`src/rtl/mc_control_pkg.sv`:
```
// mc_defs: shared encodings for the multicycle main controller.
package mc_defs;

  // Controller states, 4-bit encoding.
  typedef enum logic [3:0] {
    S_FETCH  = 4'd0,
    S_DECODE = 4'd1,
    S_MEMADR = 4'd2,
    S_MEMRD  = 4'd3,
    S_MEMWB  = 4'd4,
    S_MEMWR  = 4'd5,
    S_RTEX   = 4'd6,
    S_RTWB   = 4'd7,
    S_BEQ    = 4'd8,
    S_ADDIEX = 4'd9,
    S_ADDIWB = 4'd10,
    S_JUMP   = 4'd11,
    S_HALT   = 4'd12
  } state_t;

  // Opcodes (instruction[31:26]).
  localparam logic [5:0] OP_RTYPE = 6'h00;
  localparam logic [5:0] OP_J     = 6'h02;
  localparam logic [5:0] OP_BEQ   = 6'h04;
  localparam logic [5:0] OP_ADDI  = 6'h08;
  localparam logic [5:0] OP_LW    = 6'h23;
  localparam logic [5:0] OP_SW    = 6'h2B;

  // R-type funct codes (instruction[5:0]).
  localparam logic [5:0] FN_ADD = 6'h20;
  localparam logic [5:0] FN_SUB = 6'h22;
  localparam logic [5:0] FN_AND = 6'h24;
  localparam logic [5:0] FN_OR  = 6'h25;
  localparam logic [5:0] FN_SLT = 6'h2A;

  // ALU_Control codes.
  localparam logic [3:0] ALU_AND = 4'b0000;
  localparam logic [3:0] ALU_OR  = 4'b0001;
  localparam logic [3:0] ALU_ADD = 4'b0010;
  localparam logic [3:0] ALU_SUB = 4'b0110;
  localparam logic [3:0] ALU_SLT = 4'b0111;

  // ALUSrcB selects.
  localparam logic [1:0] SRCB_RD2   = 2'b00;
  localparam logic [1:0] SRCB_FOUR  = 2'b01;
  localparam logic [1:0] SRCB_IMM   = 2'b10;
  localparam logic [1:0] SRCB_IMMSH = 2'b11;

  // PCSource selects.
  localparam logic [1:0] PCS_ALU    = 2'b00;
  localparam logic [1:0] PCS_ALUOUT = 2'b01;
  localparam logic [1:0] PCS_JUMP   = 2'b10;

endpackage

```
`src/rtl/mc_control_alu_decoder.sv`:
```
// alu_decoder: R-type funct to ALU_Control, flags unsupported funct codes.
module alu_decoder
  import mc_defs::*;
#(
  parameter int OPW   = 6,
  parameter int ALUCW = 4
) (
  input  logic [OPW-1:0]   funct,
  output logic [ALUCW-1:0] alu_ctl,
  output logic             illegal
);

  logic [3:0] w_code;

  // Map funct to an ALU operation; unknown codes fall back to ADD and raise illegal.
  always_comb begin
    w_code  = ALU_ADD;
    illegal = 1'b0;
    case (funct)
      FN_ADD:  w_code = ALU_ADD;
      FN_SUB:  w_code = ALU_SUB;
      FN_AND:  w_code = ALU_AND;
      FN_OR:   w_code = ALU_OR;
      FN_SLT:  w_code = ALU_SLT;
      default: illegal = 1'b1;
    endcase
  end

  assign alu_ctl = ALUCW'(w_code);

endmodule

```
`src/rtl/mc_control.sv`:
```
// mc_control: multicycle main controller for the single-memory MIPS datapath.
//
// state  | meaning
// FETCH  | read instruction at PC, PC+4 -> PC, load IR on mem_ready
// DECODE | branch target into ALUOut, dispatch on opcode
// MEMADR | base + imm address for lw/sw
// MEMRD  | data read, wait for mem_ready
// MEMWB  | MDR -> rt
// MEMWR  | data write, wait for mem_ready
// RTEX   | R-type ALU op from funct
// RTWB   | ALUOut -> rd
// BEQ    | compare, branch if zero
// ADDIEX | rs + imm
// ADDIWB | ALUOut -> rt
// JUMP   | jump target -> PC
// HALT   | illegal instruction, parked until reset
module mc_control
  import mc_defs::*;
#(
  parameter int OPW   = 6,
  parameter int ALUCW = 4
) (
  input  logic             clk,
  input  logic             rst,
  input  logic [OPW-1:0]   opcode,
  input  logic [OPW-1:0]   funct,
  input  logic             zero,
  input  logic             mem_ready,
  output logic             IorD,
  output logic             MemRead,
  output logic             MemWrite,
  output logic             IRWrite,
  output logic             RegDst,
  output logic             MemToReg,
  output logic             RegWrite,
  output logic             ALUSrcA,
  output logic [1:0]       ALUSrcB,
  output logic [ALUCW-1:0] ALU_Control,
  output logic [1:0]       PCSource,
  output logic             pc_en,
  output logic             instr_done,
  output logic             halted
);

  state_t r_state;
  state_t w_next;
  logic   r_is_store;

  logic [ALUCW-1:0] w_rt_alu;
  logic             w_rt_illegal;

  alu_decoder #(.OPW(OPW), .ALUCW(ALUCW)) u_alu_decoder (
    .funct   (funct),
    .alu_ctl (w_rt_alu),
    .illegal (w_rt_illegal)
  );

  // State register; lw/sw is latched in DECODE so MEMADR needs no opcode.
  always_ff @(posedge clk or negedge rst) begin
    if (!rst) begin
      r_state    <= S_FETCH;
      r_is_store <= 1'b0;
    end else begin
      r_state <= w_next;
      if (r_state == S_DECODE) r_is_store <= (opcode == OP_SW);
    end
  end

  // Next-state and control decode; everything forced low while reset is held.
  always_comb begin
    w_next      = r_state;
    IorD        = 1'b0;
    MemRead     = 1'b0;
    MemWrite    = 1'b0;
    IRWrite     = 1'b0;
    RegDst      = 1'b0;
    MemToReg    = 1'b0;
    RegWrite    = 1'b0;
    ALUSrcA     = 1'b0;
    ALUSrcB     = SRCB_RD2;
    ALU_Control = ALUCW'(ALU_AND);
    PCSource    = PCS_ALU;
    pc_en       = 1'b0;
    instr_done  = 1'b0;
    halted      = 1'b0;
    case (r_state)
      S_FETCH: begin
        MemRead     = 1'b1;
        ALUSrcB     = SRCB_FOUR;
        ALU_Control = ALUCW'(ALU_ADD);
        if (mem_ready) begin
          IRWrite = 1'b1;
          pc_en   = 1'b1;
          w_next  = S_DECODE;
        end
      end
      S_DECODE: begin
        ALUSrcB     = SRCB_IMMSH;
        ALU_Control = ALUCW'(ALU_ADD);
        case (opcode)
          OP_LW, OP_SW: w_next = S_MEMADR;
          OP_RTYPE:     w_next = S_RTEX;
          OP_BEQ:       w_next = S_BEQ;
          OP_ADDI:      w_next = S_ADDIEX;
          OP_J:         w_next = S_JUMP;
          default:      w_next = S_HALT;
        endcase
      end
      S_MEMADR: begin
        ALUSrcA     = 1'b1;
        ALUSrcB     = SRCB_IMM;
        ALU_Control = ALUCW'(ALU_ADD);
        w_next      = r_is_store ? S_MEMWR : S_MEMRD;
      end
      S_MEMRD: begin
        IorD    = 1'b1;
        MemRead = 1'b1;
        if (mem_ready) w_next = S_MEMWB;
      end
      S_MEMWB: begin
        MemToReg   = 1'b1;
        RegWrite   = 1'b1;
        instr_done = 1'b1;
        w_next     = S_FETCH;
      end
      S_MEMWR: begin
        IorD     = 1'b1;
        MemWrite = 1'b1;
        if (mem_ready) begin
          instr_done = 1'b1;
          w_next     = S_FETCH;
        end
      end
      S_RTEX: begin
        ALUSrcA     = 1'b1;
        ALUSrcB     = SRCB_RD2;
        ALU_Control = w_rt_alu;
        w_next      = w_rt_illegal ? S_HALT : S_RTWB;
      end
      S_RTWB: begin
        RegDst     = 1'b1;
        RegWrite   = 1'b1;
        instr_done = 1'b1;
        w_next     = S_FETCH;
      end
      S_BEQ: begin
        ALUSrcA     = 1'b1;
        ALUSrcB     = SRCB_RD2;
        ALU_Control = ALUCW'(ALU_SUB);
        PCSource    = PCS_ALUOUT;
        pc_en       = zero;
        instr_done  = 1'b1;
        w_next      = S_FETCH;
      end
      S_ADDIEX: begin
        ALUSrcA     = 1'b1;
        ALUSrcB     = SRCB_IMM;
        ALU_Control = ALUCW'(ALU_ADD);
        w_next      = S_ADDIWB;
      end
      S_ADDIWB: begin
        RegWrite   = 1'b1;
        instr_done = 1'b1;
        w_next     = S_FETCH;
      end
      S_JUMP: begin
        PCSource   = PCS_JUMP;
        pc_en      = 1'b1;
        instr_done = 1'b1;
        w_next     = S_FETCH;
      end
      S_HALT: begin
        halted = 1'b1;
      end
      default: w_next = S_FETCH;
    endcase
    if (!rst) begin
      IorD        = 1'b0;
      MemRead     = 1'b0;
      MemWrite    = 1'b0;
      IRWrite     = 1'b0;
      RegDst      = 1'b0;
      MemToReg    = 1'b0;
      RegWrite    = 1'b0;
      ALUSrcA     = 1'b0;
      ALUSrcB     = SRCB_RD2;
      ALU_Control = '0;
      PCSource    = PCS_ALU;
      pc_en       = 1'b0;
      instr_done  = 1'b0;
      halted      = 1'b0;
    end
  end

endmodule
```
`config.mk`:
```
export PLATFORM = sky130hd
export DESIGN_NAME = mc_control
export DESIGN_NICKNAME = d
export VERILOG_FILES = /design/src/rtl/mc_control_pkg.sv /design/src/rtl/mc_control_alu_decoder.sv /design/src/rtl/mc_control.sv
export SDC_FILE = /design/constraint.sdc
export NUM_CORES = 1
export LEC_CHECK = 0
export BUFFER_PORTS_ARGS = -buffer_cell sky130_fd_sc_hd__buf_2
export CELL_PAD_IN_SITES_DETAIL_PLACEMENT = 0
export CELL_PAD_IN_SITES_GLOBAL_PLACEMENT = 2
export CORE_ASPECT_RATIO = 1.5
export CORE_MARGIN = 4
export CORE_UTILIZATION = 23
export DETAILED_ROUTE_END_ITERATION = 7
export PLACE_DENSITY_LB_ADDON = 0.3
export SKIP_LAST_GASP = 1
export SLEW_MARGIN = 0
export SYNTH_ARGS = -nofsm -noshare
export SYNTH_HDL_FRONTEND = slang
export SYNTH_SLANG_ARGS = --single-unit
```
`constraint.sdc`:
```
create_clock -name clk -period 1.75 [get_ports clk]
set_input_delay 0.35 -clock clk [delete_from_list [all_inputs] [get_ports clk]]
set_output_delay 0.35 -clock clk [all_outputs]
set_load 0.05 [all_outputs]
```
==> flow_summary.ini, run 1 <==
[run_status]
outcome = complete, but fails checks
failed_checks = setup timing

[grt]
initial_antenna_violation_count = 0
globalRouteOverflowTotal = 0
grt_pass1_vias = 960
grt_first_pass_wirelength_um = 4550
largest_net_degree_at_the_start_of_global_routing = 14
global_route.usage.total_pct = 14.3

[yosys]
ys_async_sr_fraction_pct = 100
post_synth_edffs = 0
syn-instance-count = 111
synth-seq-cells = 5
synth-warning-count = 0
synth_sequential_area_ratio_pct = 16.9
ys_types = 41
synthFlopType = sky130_fd_sc_hd__dfrtp_1
syn-mean-instance-area_sq_um = 6.66
postSynthNetCount = 127
post_synth_instance_area_sq_um = 739

[placed_design]
io_buffers = 33
detailed_place.area_sq_um = 1170
dp_hpwl_um = 2320
pre_cts_ws_ns = -0.00900
gp_routability_congestion = 0.814

[hold_path]
hold_class = in -> async

[detailed_routing]
routed-via-count = 1035
wl_per_cell_um = 13.8
detail_route.vias_per_cell = 4.95
drt_wl_total_um = 2880
route.antenna.remaining_nets = 0
detail_route.drc_violations = 0
detail_route.first_pass.iterations = 4
dr.first_iter.drc_count = 13

[finish]
layout_common_cells = sky130_fd_sc_hd__buf_4 (24), sky130_fd_sc_hd__buf_6 (17), sky130_fd_sc_hd__buf_2 (15), sky130_fd_sc_hd__nor2_2 (6), sky130_fd_sc_hd__o21ai_0 (6)
post_route_cells_drive_above_1_share_pct = 63.9
n_antenna_cell = 0
area_delta_synth_final_pct = 106
fin_nets = 186
nFillCells = 327
final_common_cell = sky130_fd_sc_hd__buf_4
final_area_sq_um = 1520

[sta]
timing.final.ws_setup_ns = -0.0465
achievable-frequency_mhz = 557
rsz0062_at_grt = true
finalHoldViolCount = 0
finalWorstPathRequiredPeriod_ns = 1.80
post-route-period-util_pct = 103
drv_slew = 0
fin_worst_skew_ns = 0.00222
final-setup-viol-count = 3

[pwr]
power.share.clock_pct = 9.3
switchingPower_mw = 1.12
cellPowerDensity_nw_per_um2 = 1510
worst_ir_drop_vdd_mv = 0.606
power.share.switching_pct = 48.7
seq_power_share_pct = 9.1
power.total_mw = 2.30
power.combinational.fraction_pct = 81.6
cell_internal_pwr_mw = 1.18
leakagePower_nw = 0.625

[clocking]
clock_latency_ns = 0.22
clockRootBuffer = sky130_fd_sc_hd__clkbuf_8
clk_pin_slew_ns = 0.04
cts-buffers-inserted = 3
cts_max_level = 1
tritoncts = yes
numClockSinks = 5
clockBufferDepth = 2

[floorplanning]
core.rowCount = 25
die_width_um = 54.3
start_util_pct = 23.6
placeableCoreArea_sq_um = 3130
io-pin-count = 35
fp.dieArea_sq_um = 4200
die-height_um = 77.4

[job]
timing.max_cap.violations = 0

[worst_setup_path]
worst-endpoint-required_ns = 1.40
critical_path_arrival_ns = 1.45
path_class = reg -> out
cp-start-kind = register
critical_path_sink_type = primary output
worstPathMaxFanout = 8
## layout make-up
class                           instances  area, sq um  share of cell area [%]
Timing Repair Buffer                   63          542                    35.6
Clock buffer                            4         45.0                    2.96
Sequential cell                         5          128                    8.39
Tap cell                               40         50.0                    3.29
Inverter                                3         12.5                   0.822
Multi-Input combinational cell         94          744                    48.9
## cells by family (layout without fill, tap and decap cells)
kind of cell,Yosys count,count (layout),share of synthesized area (%)
and+or+nand+nor,55,55,39.8
buffers and inverters,12,70,7.11
DFF,5,5,16.9
other,1,1,0.507
xor gates and xnor gates,2,2,2.37
AOI/OAI and AO/OA,35,35,32.0
muxes,1,1,1.35
## per-stage QoR
| step | TNS (ns) | utilization (%) | hold WS, ns | cells |
|---|---|---|---|---|
| 6_report | -0.0992 | 48.6 | 0.0788 | 209 |
| 5_1_grt | -0.622 | 48.6 | 0.0972 | 209 |
| 4_1_cts | -0.0881 | 44.3 | 0.0816 | 204 |
| 3_5_place_dp | -0.00900 | 37.4 | 0.314 | 196 |
| 3_3_place_gp | 0 | 37.4 | 0.311 | 196 |
| 2_1_floorplan | -0.151 | - | 0.0544 | 111 |
## worst paths after layout
kind                       cells past startpoint              startpoint  slack, ns                      to
setup / recovery                               6  r_state[1]$_DFFE_PN0P_      -0.05                RegWrite
hold / removal                                 2                     rst       0.08  r_is_store$_DFFE_PN0P_
setup reg to reg                               6  r_state[1]$_DFFE_PN0P_       0.05  r_state[1]$_DFFE_PN0P_
hold reg to reg                                2  r_is_store$_DFFE_PN0P_       0.58  r_is_store$_DFFE_PN0P_
max in group asynchronous                      2                     rst       1.55  r_state[1]$_DFFE_PN0P_
min in group clk                               3               opcode[5]       0.46  r_is_store$_DFFE_PN0P_
## power by group through the flow
stage	sequential (mW)	combinational (mW)	clock [mW]
global route	0.220	2.00	0.225
detailed placement	0.190	1.39	0
global placement	0.189	1.38	0
finish	0.210	1.87	0.214
CTS	0.193	1.66	0.215
floorplan	0.183	0.953	0
## synthesized netlist by cell type, types with 2 or more instances
cell type	n	area [sq um]
sky130_fd_sc_hd__nor2_1	14	52.6
sky130_fd_sc_hd__a21oi_1	9	45.0
sky130_fd_sc_hd__o21ai_0	9	45.0
sky130_fd_sc_hd__nand2_1	8	30.0
sky130_fd_sc_hd__nand2b_1	6	37.5
sky130_fd_sc_hd__dfrtp_1	5	125
sky130_fd_sc_hd__nor3_1	5	25.0
sky130_fd_sc_hd__clkbuf_1	4	15.0
sky130_fd_sc_hd__nor2b_1	4	25.0
sky130_fd_sc_hd__or3_1	4	25.0
sky130_fd_sc_hd__buf_2	3	15.0
sky130_fd_sc_hd__nand3_1	3	15.0
sky130_fd_sc_hd__o31ai_1	3	22.5
sky130_fd_sc_hd__and2_1	2	12.5
sky130_fd_sc_hd__inv_1	2	7.51
sky130_fd_sc_hd__o211ai_1	2	15.0
sky130_fd_sc_hd__o32ai_1	2	17.5
sky130_fd_sc_hd__or2_2	2	12.5
sky130_fd_sc_hd__xnor2_1	2	17.5
## worst max-delay path, stage by stage (launching register included)
cell and delay, ns:
sky130_fd_sc_hd__dfrtp_2 0.43, sky130_fd_sc_hd__buf_6 0.15, sky130_fd_sc_hd__buf_4 0.15, sky130_fd_sc_hd__nand3_1 0.08, sky130_fd_sc_hd__a21oi_2 0.06, sky130_fd_sc_hd__o21a_2 0.20, sky130_fd_sc_hd__buf_8 0.15
## metal layers
layer  global-route usage, %  wire, um  up-vias
li1                        -         -      522
met1                    16.2      1080      484
met2                    26.3      1660       27
met3                    2.50       129        2
met4                    3.24        10        0
met5                       0         0        -
## flip-flops by register name (all words and copies together) (netlist names)
register / count
r_is_store: 1
r_state: 4
## repair_timing
| action | CTS | global route |
|---|---|---|
| endpoints found under the setup margin | 16 | 18 |
| pin swaps | 3 | 5 |
| hold endpoints to repair | 0 | 0 |
| resized for setup | 44 | 30 |
| buffers inserted | 4 | 5 |
| hold buffers | 0 | 0 |
Note: power is estimated with default switching activity, not from simulation.
==> run 2: changes to the inputs <==
--- a/config.mk
+++ b/config.mk
@@ -10,5 +10,5 @@
 export CELL_PAD_IN_SITES_GLOBAL_PLACEMENT = 2
 export CORE_ASPECT_RATIO = 1.5
-export CORE_MARGIN = 4
+export CORE_MARGIN = 1
 export CORE_UTILIZATION = 23
 export DETAILED_ROUTE_END_ITERATION = 7
==> constraint.sdc (replaced) <==
create_clock -name clk -period 1.75 [get_ports clk]
set_input_delay 0.35 -clock clk [delete_from_list [all_inputs] [get_ports clk]]
set_output_delay 0.35 -clock clk [all_outputs]
set_load 0.02 [all_outputs]
==> run 2 against run 1 <==
Effect of this change: the run still ends with setup timing left; critical path depth fell by 1; clock skew rose by 0.0011 ns; combinational power fell by 32%; sequential cell count did not move; fmax fell by 2.1%; wire length rose by 0.73%; register-to-register slack improved by 0.11 ns; count of clock-buffer cells in the layout did not move; power fell by 25%; global-route usage rose by 3.4 points; first-iteration DRC count rose to 3.0 times the previous value; critical path type unchanged; largest cell class unchanged.
==> flow_summary.ini, run 2 (synthesized netlist as in run 1, its figures left out) <==
[placed_design]
dp_hpwl_um = 2120
gp_routability_congestion = 0.868
pre_cts_ws_ns = 0.00467
io_buffers = 33
numPlacedInstances = 189

[detailed_routing]
routed-via-count = 1018
wl_per_cell_um = 14.6
detail_route.vias_per_cell = 5.12
detail_route.drc_violations = 0
drt_wl_total_um = 2900
dr.first_iter.drc_count = 39
route.antenna.remaining_nets = 0
detail_route.first_pass.iterations = 4

[floorplanning]
die_width_um = 48.3
core.rowCount = 24
io-pin-count = 35
die-height_um = 71.4
fp.dieArea_sq_um = 3450
placeableCoreArea_sq_um = 2970
start_util_pct = 24.9

[job]
timing.max_cap.violations = 0

[clocking]
tritoncts = yes
numClockSinks = 5
clk_pin_slew_ns = 0.04
clockBufferDepth = 2
hold_buffers = 0
clock_latency_ns = 0.22
cts-buffers-inserted = 3
cts_max_level = 1
clockRootBuffer = sky130_fd_sc_hd__clkbuf_8

[sta]
fin_worst_skew_ns = 0.00328
drv_slew = 0
post-route-period-util_pct = 105
finalWorstPathRequiredPeriod_ns = 1.83
achievable-frequency_mhz = 545
rsz0062_at_grt = true
final-setup-viol-count = 3
hold-worst-slack_ns = 0.0722
finalHoldViolCount = 0
timing.final.ws_setup_ns = -0.0846

[finish]
max_flop_register = r_state
layout_top_registers = r_state: 4 flops, r_is_store: 1 flops
nFillCells = 315
area_delta_synth_final_pct = 66.7
n_antenna_cell = 0
sequential_cell_area_sq_um = 128
final_common_cell = sky130_fd_sc_hd__buf_4
multiInputGateArea_sq_um = 626
fin_nets = 177
post_route_cells_drive_above_1_share_pct = 50.0
layout_common_cells = sky130_fd_sc_hd__buf_4 (26), sky130_fd_sc_hd__buf_2 (22), sky130_fd_sc_hd__nor2_1 (11), sky130_fd_sc_hd__nand2_1 (8), sky130_fd_sc_hd__o21ai_0 (7)
flip_flop_count_of_the_largest_register_all_copies_and_words_added = 4
instances_no_fill = 199

[grt]
globalRouteOverflowTotal = 0
globalRouteMet1Util_pct = 22.6
grt_first_pass_wirelength_um = 4490
grt_pass1_vias = 977
initial_antenna_violation_count = 0
largest_net_degree_at_the_start_of_global_routing = 17
gr-max-usage-layer = met2
globalRouteMet2Util_pct = 29.8
global_route.usage.total_pct = 17.7
globalRouteMet3Util_pct = 3.53

[worst_setup_path]
cp-start-kind = register
worst-endpoint-required_ns = 1.40
path_class = reg -> out
critical_path_sink_type = primary output
worstPathMaxFanout = 3
critical_path_arrival_ns = 1.48

[pwr]
worst_ir_drop_vdd_mv = 0.565
switchingPower_mw = 0.809
seq_power_share_pct = 13.2
power.share.switching_pct = 46.8
power.combinational.fraction_pct = 74.1
power.share.clock_pct = 12.7
cellPowerDensity_nw_per_um2 = 1400
cell_internal_pwr_mw = 0.920
leakagePower_nw = 0.538

[hold_path]
hold_class = in -> async

[run_status]
failed_checks = setup timing
outcome = complete, but fails checks
-- run 2: cell count changes in the layout (fill, tap and decap cells not counted), sizes merged --
cell	delta
buf	-7
clkbuf	-2
-- run 2: power by group through the flow --
stage	clock network, mW	registers, mW	logic (mW)
5_1_grt	0.231	0.234	1.37
2_1_floorplan	0	0.183	0.655
3_3_place_gp	0	0.216	1.01
3_5_place_dp	0	0.216	1.02
4_1_cts	0.221	0.222	1.19
6_report	0.219	0.228	1.28
-- run 2: metrics by stage --
stage / instance area, sq um / utilization, % / total power, mW / TNS [ns]
floorplan: 743 / - / 0.838 / 0
global placement: 1030 / 34.6 / 1.23 / 0
detailed placement: 1030 / 34.6 / 1.23 / 0
CTS: 1170 / 39.5 / 1.63 / -0.0524
global route: 1230 / 41.5 / 1.84 / -0.509
finish: 1230 / 41.5 / 1.73 / -0.0986
-- run 2: metal layers --
metal  part of all wire, %  wire (um)
met1                    41       1190
met2                    53       1540
met3                   4.5        131
met4                   1.3         38
met5                     0          0
-- run 2: cell type report --
cell class                 count  area share, %
multi-input combinational     94           50.8
timing repair buffer          54           30.3
sequential                     5           10.4
tap                           39           3.96
clock buffer                   4           3.65
inverter                       3           1.02
-- run 2: repair_timing --
action,CTS,global route
endpoints found under the setup margin,13,13
pin swaps,6,4
buffers inserted,4,2
resized for setup,26,14
-- run 2: worst paths after layout --
kind | start | endpoint | slack, ns | cells past startpoint
setup / recovery | r_state[2]$_DFFE_PN0P_ | RegWrite | -0.08 | 5
hold / removal | rst | r_state[1]$_DFFE_PN0P_ | 0.07 | 2
setup reg to reg | r_state[2]$_DFFE_PN0P_ | r_state[0]$_DFFE_PN0P_ | 0.16 | 5
hold reg to reg | r_is_store$_DFFE_PN0P_ | r_is_store$_DFFE_PN0P_ | 0.61 | 2
max in group asynchronous | rst | r_state[3]$_DFFE_PN0P_ | 1.54 | 2
min in group clk | opcode[1] | r_is_store$_DFFE_PN0P_ | 0.47 | 3
-- run 2: worst max-delay path, stage by stage (launching register included) --
cell and delay [ns]:
sky130_fd_sc_hd__dfrtp_1 0.40, sky130_fd_sc_hd__clkinv_2 0.09, sky130_fd_sc_hd__or3_4 0.40, sky130_fd_sc_hd__a21oi_2 0.13, sky130_fd_sc_hd__o21a_1 0.13, sky130_fd_sc_hd__buf_6 0.11
==> run 3: changes to the inputs <==
CORE_UTILIZATION = 20   (was 23)
clock period = 1.55 ns   (was 1.75 ns; I/O delays follow)
==> run 3 against run 2 <==
Effect of this change: the run still ends with setup timing left; clock skew is 0.0019 ns higher; wire length rose by 11%; via count grew 10%; count of clock-buffer cells in the layout is the same; non-clock buffer count up 18; worst hold slack better by 0.065 ns; die area is 14% higher; first-iteration DRC count shrank 79%; critical path depth grew 1; largest cell class unchanged; largest power group unchanged.
==> flow_summary.ini, run 3 (synthesized netlist as in run 1, its figures left out) <==
[finish]
n_antenna_cell = 0
final_core_utilization_pct = 45.5
post_route_cells_drive_above_1_share_pct = 62.9
layout_common_cells = sky130_fd_sc_hd__buf_4 (34), sky130_fd_sc_hd__buf_6 (19), sky130_fd_sc_hd__buf_2 (15), sky130_fd_sc_hd__nor2_1 (7)
max_flop_register = r_state
area_delta_synth_final_pct = 114
final_area_sq_um = 1590
final_common_cell = sky130_fd_sc_hd__buf_4
layout_top_registers = r_state: 4 flops, r_is_store: 1 flops
flip_flop_count_of_the_largest_register_all_copies_and_words_added = 4
fin_nets = 195

[sta]
fin_worst_skew_ns = 0.00522
finalHoldViolCount = 0
post-route-period-util_pct = 113
achievable-frequency_mhz = 571
drv_slew = 0
rsz0062_at_grt = true
final-setup-viol-count = 18
hold-worst-slack_ns = 0.138
finalWorstPathRequiredPeriod_ns = 1.75
timing.final.ws_setup_ns = -0.202

[clocking]
clk_pin_slew_ns = 0.04
clock_latency_ns = 0.23
clockRootBuffer = sky130_fd_sc_hd__clkbuf_8
tritoncts = yes
cts_max_level = 1
cts-buffers-inserted = 3
numClockSinks = 5
clockBufferDepth = 2

[floorplanning]
die_width_um = 51.6
io-pin-count = 35
placeableCoreArea_sq_um = 3480
core.rowCount = 26
start_util_pct = 21.2
fp.dieArea_sq_um = 3950
die-height_um = 76.5

[worst_setup_path]
path_class = reg -> out
critical_path_sink_type = primary output
worstReg2RegEnd = r_state[1]$_DFFE_PN0P_
source_of_the_worst_register_to_register_timing_path = r_state[3]$_DFFE_PN0P_
timing.critical_path.slowest_stage_cell = sky130_fd_sc_hd__dfrtp_2
path_cells = buf_4 -> buf_16 -> buf_4 -> a21oi_1 -> nor2_1 -> buf_4
critical_path_arrival_ns = 1.44
timing.critical_path.mode_cell = sky130_fd_sc_hd__buf_4
worst_r2r_path_depth = 7
worst-endpoint-required_ns = 1.24
worst_setup_path_endpoint = instr_done
cp-start-kind = register
cp_slowest_stage_delay_ns = 0.46
worstPathMaxFanout = 6
worst_setup_slack_for_register_to_register_paths_ns = -0.03
worstSetupStartpoint = r_state[3]$_DFFE_PN0P_

[grt]
initial_antenna_violation_count = 0
globalRouteOverflowTotal = 0
global_route.usage.total_pct = 16.5
grt_pass1_vias = 1099
largest_net_degree_at_the_start_of_global_routing = 12
grt_first_pass_wirelength_um = 5050

[placed_design]
gp_routability_congestion = 0.812
dp_hpwl_um = 2270
detailed_place.area_sq_um = 1160
io_buffers = 33

[hold_path]
hold_class = in -> async

[detailed_routing]
route.antenna.remaining_nets = 0
detail_route.first_pass.iterations = 4
dr.first_iter.drc_count = 8
wl_per_cell_um = 14.6
detail_route.drc_violations = 0
drt_wl_total_um = 3210
detail_route.vias_per_cell = 5.10
routed-via-count = 1122

[pwr]
worst_ir_drop_vdd_mv = 0.684
leakagePower_nw = 0.678
cellPowerDensity_nw_per_um2 = 1590

[run_status]
outcome = complete, but fails checks
failed_checks = setup timing

[job]
timing.max_cap.violations = 0
-- run 3: how the worst min path moves through the flow --
stage               startpoint                      to  slack (ns)  depth (start not counted)
floorplan                  rst  r_is_store$_DFFE_PN0P_        0.01                          0
global placement           rst  r_is_store$_DFFE_PN0P_        0.16                          1
detailed placement         rst  r_is_store$_DFFE_PN0P_        0.16                          1
CTS                        rst  r_state[2]$_DFFE_PN0P_        0.12                          2
global route               rst  r_state[2]$_DFFE_PN0P_        0.15                          2
finish                     rst  r_state[2]$_DFFE_PN0P_        0.14                          2
-- run 3: cell type report --
class,instances,area [sq um]
clock buffers,4,45.0
fillers,340,1900
inverters,3,11.3
multi-input cells,94,732
flip-flops and latches,5,128
well taps,42,52.6
repair buffers,72,617
-- run 3: routing by layer --
layer	GRT usage (%)	vias up	wire length, um
li1	-	539	-
met1	18.6	534	1210
met2	29.9	41	1780
met3	2.40	8	163
met4	5.95	0	59
met5	0	-	0
-- run 3: stage by stage --
| step | worst slack, ns | TNS [ns] | power (mW) | std cells |
|---|---|---|---|---|
| global placement | -0.0741 | -0.209 | 1.58 | 203 |
| global route | -0.230 | -2.89 | 2.67 | 220 |
| detailed placement | -0.0892 | -0.248 | 1.57 | 203 |
| floorplan | -0.138 | -0.306 | 0.998 | 111 |
| CTS | -0.186 | -2.19 | 2.31 | 216 |
| finish | -0.202 | -2.18 | 2.53 | 220 |
-- run 3: where the power goes --
group,internal (mW),leakage (nW),total (mW),switching [mW]
clock network,0.178,0.0228,0.255,0.0773
registers,0.182,0.0627,0.264,0.0823
logic,1.07,0.592,2.01,0.941
-- run 3: repair_timing --
item                                   CTS  global route
cloned                                   1             1
hold buffers                             1             0
pin swaps                               14             9
setup endpoints to repair               19            20
endpoints found under the hold margin    3             0
resized for setup                       58            23
setup buffers                            7             3
-- run 3: worst max-delay path: cells and delay by family (launching register included) --
family          cells  cell delay [ns]
compound gates      1             0.11
buf+inv             4             0.58
flops               1             0.46
simple gates        1             0.06
